`src/rtl/mul_div_unit.sv`:
```
// Iterative 32x32 multiply / divide unit with HI/LO registers.
// One radix-2 step per cycle: 32 CALC cycles, then one FIX cycle for signs.
module mul_div_unit (
   input  logic        clk,
   input  logic        reset,
   input  logic        start,
   input  logic [2:0]  op,
   input  logic [31:0] a,
   input  logic [31:0] b,
   input  logic        flush,
   output logic        busy,
   output logic        done,
   output logic [31:0] hi,
   output logic [31:0] lo
);

   typedef enum logic [1:0] {IDLE, CALC, FIX} state_t;

   state_t      state, state_next;
   logic [5:0]  cnt;
   logic [63:0] p;          // mult: {partial, multiplier}; div: {remainder, quotient}
   logic [31:0] mag_b_q;
   logic [31:0] a_q;
   logic        is_div, neg_q, neg_r, div_zero;
   logic        done_q;

   logic        accept, mt_write;
   logic        signed_op, sa, sb;
   logic [31:0] mag_a, mag_b;
   logic [32:0] mul_sum;
   logic [63:0] mul_step, div_step;
   logic [32:0] trial;
   logic [33:0] diff;
   logic [63:0] prod;
   logic [31:0] quot, rem;

   assign accept   = (state == IDLE) && start && !flush && (op[2] == 1'b0);
   assign mt_write = (state == IDLE) && start && !flush && (op[2:1] == 2'b10);

   always_comb begin
      state_next = state;
      busy       = (state != IDLE);
      case (state)
         IDLE:    if (accept) state_next = CALC;
         CALC:    if (cnt == 6'd31) state_next = FIX;
         FIX:     state_next = IDLE;
         default: state_next = IDLE;
      endcase
      if (flush) state_next = IDLE;
   end

   assign done = done_q;

   // Operand magnitudes; unsigned ops never see a sign.
   assign signed_op = ~op[0];
   assign sa        = signed_op & a[31];
   assign sb        = signed_op & b[31];
   assign mag_a     = sa ? (~a + 32'd1) : a;
   assign mag_b     = sb ? (~b + 32'd1) : b;

   assign mul_sum  = {1'b0, p[63:32]} + (p[0] ? {1'b0, mag_b_q} : 33'd0);
   assign mul_step = {mul_sum, p[31:1]};

   // Restoring step: a borrow means keep the shifted remainder.
   assign trial    = {p[63:32], p[31]};
   assign diff     = {1'b0, trial} - {2'b00, mag_b_q};
   assign div_step = diff[33] ? {trial[31:0], p[30:0], 1'b0}
                              : {diff[31:0],  p[30:0], 1'b1};

   assign prod = neg_q ? (~p + 64'd1) : p;
   assign quot = neg_q ? (~p[31:0] + 32'd1) : p[31:0];
   assign rem  = neg_r ? (~p[63:32] + 32'd1) : p[63:32];

   always_ff @(posedge clk) begin
      if (reset) begin
         state    <= IDLE;
         cnt      <= 6'd0;
         p        <= 64'd0;
         mag_b_q  <= 32'd0;
         a_q      <= 32'd0;
         is_div   <= 1'b0;
         neg_q    <= 1'b0;
         neg_r    <= 1'b0;
         div_zero <= 1'b0;
         done_q   <= 1'b0;
         hi       <= 32'd0;
         lo       <= 32'd0;
      end else begin
         state  <= state_next;
         done_q <= (state == FIX) && !flush;
         if (accept) begin
            p        <= {32'd0, mag_a};
            mag_b_q  <= mag_b;
            a_q      <= a;
            is_div   <= op[1];
            neg_q    <= sa ^ sb;
            neg_r    <= sa;
            div_zero <= (b == 32'd0);
            cnt      <= 6'd0;
         end else if (state == CALC) begin
            p   <= is_div ? div_step : mul_step;
            cnt <= cnt + 6'd1;
         end
         if (state == FIX && !flush) begin
            if (!is_div) begin
               hi <= prod[63:32];
               lo <= prod[31:0];
            end else if (div_zero) begin
               hi <= a_q;
               lo <= 32'hFFFF_FFFF;
            end else begin
               hi <= rem;
               lo <= quot;
            end
         end
         if (mt_write) begin
            if (op[0]) lo <= a;
            else       hi <= a;
         end
      end
   end

endmodule

```
`config.mk`:
```
export PLATFORM = sky130hd
export DESIGN_NAME = mul_div_unit
export DESIGN_NICKNAME = d
export VERILOG_FILES = /design/src/rtl/mul_div_unit.sv
export SDC_FILE = /design/constraint.sdc
export NUM_CORES = 1
export LEC_CHECK = 0
export BUFFER_PORTS_ARGS = -buffer_cell sky130_fd_sc_hd__clkbuf_2
export CORE_ASPECT_RATIO = 1.2
export CORE_MARGIN = 1
export CORE_UTILIZATION = 40
export CTS_CLUSTER_SIZE = 10
export DETAILED_ROUTE_END_ITERATION = 7
export GPL_TIMING_DRIVEN = 0
export PLACE_DENSITY = 0.67
export SETUP_SLACK_MARGIN = 0.1
export SKIP_CTS_REPAIR_TIMING = 1
export SYNTH_ARGS = -nofsm -noshare
export SYNTH_HDL_FRONTEND = slang
export SYNTH_SLANG_ARGS = --single-unit
```
`constraint.sdc`:
```
create_clock -name clk -period 4.7 [get_ports clk]
set_input_delay 1.41 -clock clk [delete_from_list [all_inputs] [get_ports clk]]
set_output_delay 1.41 -clock clk [all_outputs]
set_load 0.005 [all_outputs]
```
# After elaboration in Yosys (flattened, before gate mapping)
# Cells that the tools add are included.
# totals
in_bits,71
output_inout_bits,66
word_cells,73
regBits,205
# classes
bitwise_logic,10
n_eq_ne,6
add_sub_neg,8
n_reduce_logical,13
mux,23
# ops
cell,n
32-bit two-way mux,17
64-bit two-way mux,3
32-bit by 1-bit adder with 32-bit output (second input constant),4
32-bit NOT,4
64-bit by 1-bit adder with 64-bit output (second input constant),1
64-bit NOT,1
33-bit by 32-bit subtractor with 34-bit output,1
32-bit by 32-bit adder with 33-bit output,1
32-bit zero test,1
6-bit by 1-bit adder with 6-bit output (second input constant),1
6-bit by 5-bit == test with 1-bit output (second input constant),1
1-bit logical AND,5
2-bit == test (second input constant),2
2-bit two-way mux,2
2-bit inequality test (second input constant),2
2-bit case mux with 2 select lines,1
2-bit nonzero test,2
2-bit OR reduction,2
1-bit bitwise AND,2
2-bit by 1-bit == test with 1-bit output (second input constant),1
2-bit zero test,1
1-bit NOT,2
2-bit AND reduction,1
1-bit zero test,1
1-bit XOR,1

# Longest topological paths before layout
# depth
ltp_word,8
mapped_depth,14
ltp_nobuf,13

# Worst setup path before layout
# Ideal clock, no wire load.
# synth_timing
kind,input-to-reg
startpoint,input port a[2]
endpoint,register p[26]
setup_ns,0.131
arrival_ns,3.875
path_stages,10
slack_ns,0.694
required_ns,4.569
n_path_buf,1
cell_sequence,clkbuf_1 or3_1 nor3b_1 nand4b_1 or3_1 nor3_2 nand2b_1 nor4_1 mux2i_1 o22ai_1
# synth_via
elab_chain_cells,4
# synth_rtl
item,line,text
"start, declared",8,"input logic [31:0] a,"
32-bit NOT,58,assign mag_a = sa ? (~a + 32'd1) : a;
32-bit by 1-bit adder with 32-bit output,58,
32-bit two-way mux,58,
32-bit two-way mux,91,if (accept) begin
"end signal, assigned",92,"p <= {32'd0, mag_a};"
"end signal, assigned",101,p <= is_div ? div_step : mul_step;
"end, declared",21,logic [63:0] p;
# Every way passes these cells.
# A chain may end at the register's enable or synchronous reset.

# Worst setup path after layout
# layout_timing
startpoint,register p[0]
endpoint,register hi[2]
# layout_via
elab_chain_cells,7
# layout_rtl
item,line,text
64-bit NOT (*),70,assign prod = neg_q ? (~p + 64'd1) : p;
64-bit by 1-bit adder with 64-bit output (*),70,
64-bit two-way mux (*),70,
32-bit two-way mux (*),105,if (!is_div) begin
32-bit two-way mux (*),104,if (state == FIX && !flush) begin
32-bit two-way mux,117,if (op[0]) lo <= a;
32-bit two-way mux (*),116,if (mt_write) begin
"end signal, assigned",106,hi <= prod[63:32];
"end signal, assigned",109,hi <= a_q;
"end signal, assigned",112,hi <= rem;
"end, declared",13,"output logic [31:0] hi,"
# Mark *: on every way between the ends. The rest lies on a longest branch, timed or not.

==> results.cfg <==
[routing]
drtAntennaViolNets = 0
first_iter_violations = 1741
vias = 17841
route.final.wire_length_um = 70600
post_drt_via_cell_ratio = 6.15
post_drt_wl_per_cell_um = 24.4
drc = 0
firstDrtPassIters = 6

[sta]
worst_slew_pin_slew_ns = 1.23
max_freq_mhz = 226
relSlewSlack_pct = 17.2
skew_ns = 0.0236
fin_crit_sh_pct = 94.3
maxSlewViolCount = 0
rsz0062_at_grt = no
setup_viol = 0
hold_viol_final = 0
finalCriticalPeriod_ns = 4.43

[clock_network]
cts_max_level = 1
cts.path.max_buffers = 3
cts_buffers = 26
clock-root-buffer = clkbuf_16
clkSinkCount = 205
clk_latency_ns = 0.56
clk_pin_slew_ns = 0.06
cts_tree = yes

[placed_design]
dpl.cell_count = 2861
finalWeightedCongestion = 1.00
placed_cell_area_mm2 = 0.0173
port_buffers = 123
hpwl_um = 55300

[floorplan]
start_util_pct = 40.5
dieArea_mm2 = 0.0409
dieHeight_um = 221
core-area_mm2 = 0.0396
io-pin-count = 137
std_cell_rows = 80
dieWidth_um = 185

[min_path]
hold_path.startpoint = cnt[5]$_SDFFE_PP0P_
holdPathEnd = state[1]$_SDFFE_PP0P_
whs_path_depth = 1
hp-class = reg2reg

[critical_path]
crit_family = simple AND/OR/NAND/NOR gates
critPathBufInv = 4
cpPeakStageDelay_ns = 0.69
end_kind = flip-flop
path_cells = inv_1, buf_1, ha_1, nand2_1, nand4b_1, or2_2, clkbuf_1, buf_2, nand2_1, o21ai_0, a21oi_1, o211ai_1, a211oi_1
reg2reg_depth = 13
cp.arrival_ns = 4.90
cp_num_cells = 13
crit_fanout = 10
r2r_end = hi[2]$_SDFF_PP0_
worst_path_max_delay_cell = buf_1
start_kind = flip-flop
r2r-start = p[0]$_SDFFE_PP0P_
worstSetupPathType = reg2reg
timing.critical_path.mode_cell = nand2_1
cp.required_ns = 5.17
ff2ff_setup_slack_ns = 0.27

[global_route]
grt_remaining_overflow = 0
track_usage_pct = 33.7
grt_max_degree = 13
antenna_found_initial = 1
grt_pass1_wl_um = 104000
grt_pass1_vias = 16887

[logic_synthesis]
yosysUniqueCellTypes = 76
ys_seq_area_share_pct = 25.6
synth.area.top_cells = dfxtp_1 (26%), a21oi_1 (6.9%), nand2_1 (5.8%), ha_1 (5.4%), xnor2_1 (5.3%)
synth_ff_type = dfxtp_1
syn_area_mm2 = 0.0160
postSynthCellCount = 2205
yosysWarnings = 0
synth_top_cells_by_count = nand2_1 (249), a21oi_1 (221), nor2_1 (221)
ys_ff_latch = 205
synth_edf_count = 0
async_flop_share_pct = 0
syn_nets = 2347
yosys.area.top_type = dfxtp_1
yosysMostFrequentCell = nand2_1
synth.top_cell.area_share_pct = 25.6
avgSynthCellArea_um2 = 7.28

[final_layout]
fin_cells = 2900
stdcell_area_mm2 = 0.0181
final_layout_size_suffix_gt1_share_pct = 8.54
fin_util_pct = 45.7
nets = 2498
syn2layout_area_growth_pct = 13.0

[run]
cap_violations = 0

[power_and_ir_drop]
p_per_area_mw_per_mm2 = 268
ir_worst_vdd_v = 0.000245
p_leak_nw = 6.64

[run_status]
status = finished clean
==> cells by family (layout without fill, tap and decap cells) <==
logic type                 Yosys count  in the layout  share of synthesized area [%]
AOI/OAI and AO/OA                  700            700                           27.8
xor gates and xnor gates           161            161                           8.79
buffers and inverters              244            405                           5.81
DFF                                205            205                           25.6
and+or+nand+nor                    748            748                           21.6
other                                0              1                              0
muxes                               76             76                           4.80
adders and majority gates           71             71                           5.63
==> stage by stage <==
stage	TNS, ns	total power, W	worst slack, ns	hold slack, ns
after floorplan	0	0.00254	0.694	0.423
after global placement	-0.106	0.00291	-0.0710	0.442
after detailed placement	-0.171	0.00293	-0.111	0.449
after CTS	0	0.00482	0.301	0.457
after global routing	0	0.00500	0.118	0.481
final	0	0.00486	0.266	0.460
==> placed cells by master (no fill, tap or decap), types with 14 or more instances in the layout <==
master     netlist  layout
or4_1           15      15
nand2_1        249     249
a21o_1          20      20
a311oi_1        15      14
nand2b_1        20      20
o221ai_1        38      38
clkbuf_16        0      27
clkbuf_2         2     125
clkbuf_1       157     161
a31oi_1         20      20
inv_1           66      66
ha_1            69      69
xnor2_1         97      97
nor3_1          64      64
o21ai_0        148     148
buf_1           14      14
o22ai_1         17      17
o211ai_1        19      19
or3_1           32      32
xor2_1          64      64
nand4_1         16      16
nor2_1         221     221
nand3_1         44      44
dfxtp_1        205     205
nor4_1          19      19
o31ai_1         28      28
mux2i_1         69      69
a211oi_1        72      72
a21oi_1        221     221
==> worst max-delay path by stage <==
stage	endpoint	from
2_1_floorplan	p[26]$_SDFFE_PP0P_	a[2]
3_3_place_gp	p[26]$_SDFFE_PP0P_	a[2]
3_5_place_dp	p[26]$_SDFFE_PP0P_	a[2]
6_report	hi[2]$_SDFF_PP0_	p[0]$_SDFFE_PP0P_
5_1_grt	hi[4]$_SDFF_PP0_	p[14]$_SDFFE_PP0P_
4_1_cts	p[63]$_SDFFE_PP0P_	p[0]$_SDFFE_PP0P_
==> sequential cells by signal (all words and copies together), names as in the netlist <==
name,count
div_zero,1
lo,32
done,1
hi,32
is_div,1
cnt,6
neg_q,1
neg_r,1
state,2
a_q,32
p,64
mag_b_q,32
==> report_power, final <==
group          leakage (nW)  switching [W]  total (W)  internal (W)
Combinational          4.59       0.000709    0.00107      0.000363
Clock                 0.381       0.000809    0.00194       0.00113
Sequential             1.66      0.0000571    0.00185       0.00179
==> cell type report <==
| type | instances | area [um2] |
|---|---|---|
| plain buffers | 177 | 681 |
| diodes | 1 | 2.50 |
| clock buffers | 34 | 732 |
| multi-input cells | 1756 | 11000 |
| clock inverters | 4 | 47.5 |
| fillers | 4161 | 21500 |
| well taps | 533 | 667 |
| inverters | 67 | 251 |
| repair buffers | 123 | 616 |
| flip-flops and latches | 205 | 4100 |
==> metal layers <==
layer,track usage [%],vias up,share of wire [%]
met5,0,-,0.024
met4,29.0,2,9.7
met3,4.53,292,7.2
met2,54.8,917,46
met1,38.8,8343,37
li1,-,8287,-
(Power assumes the default switching activity.)
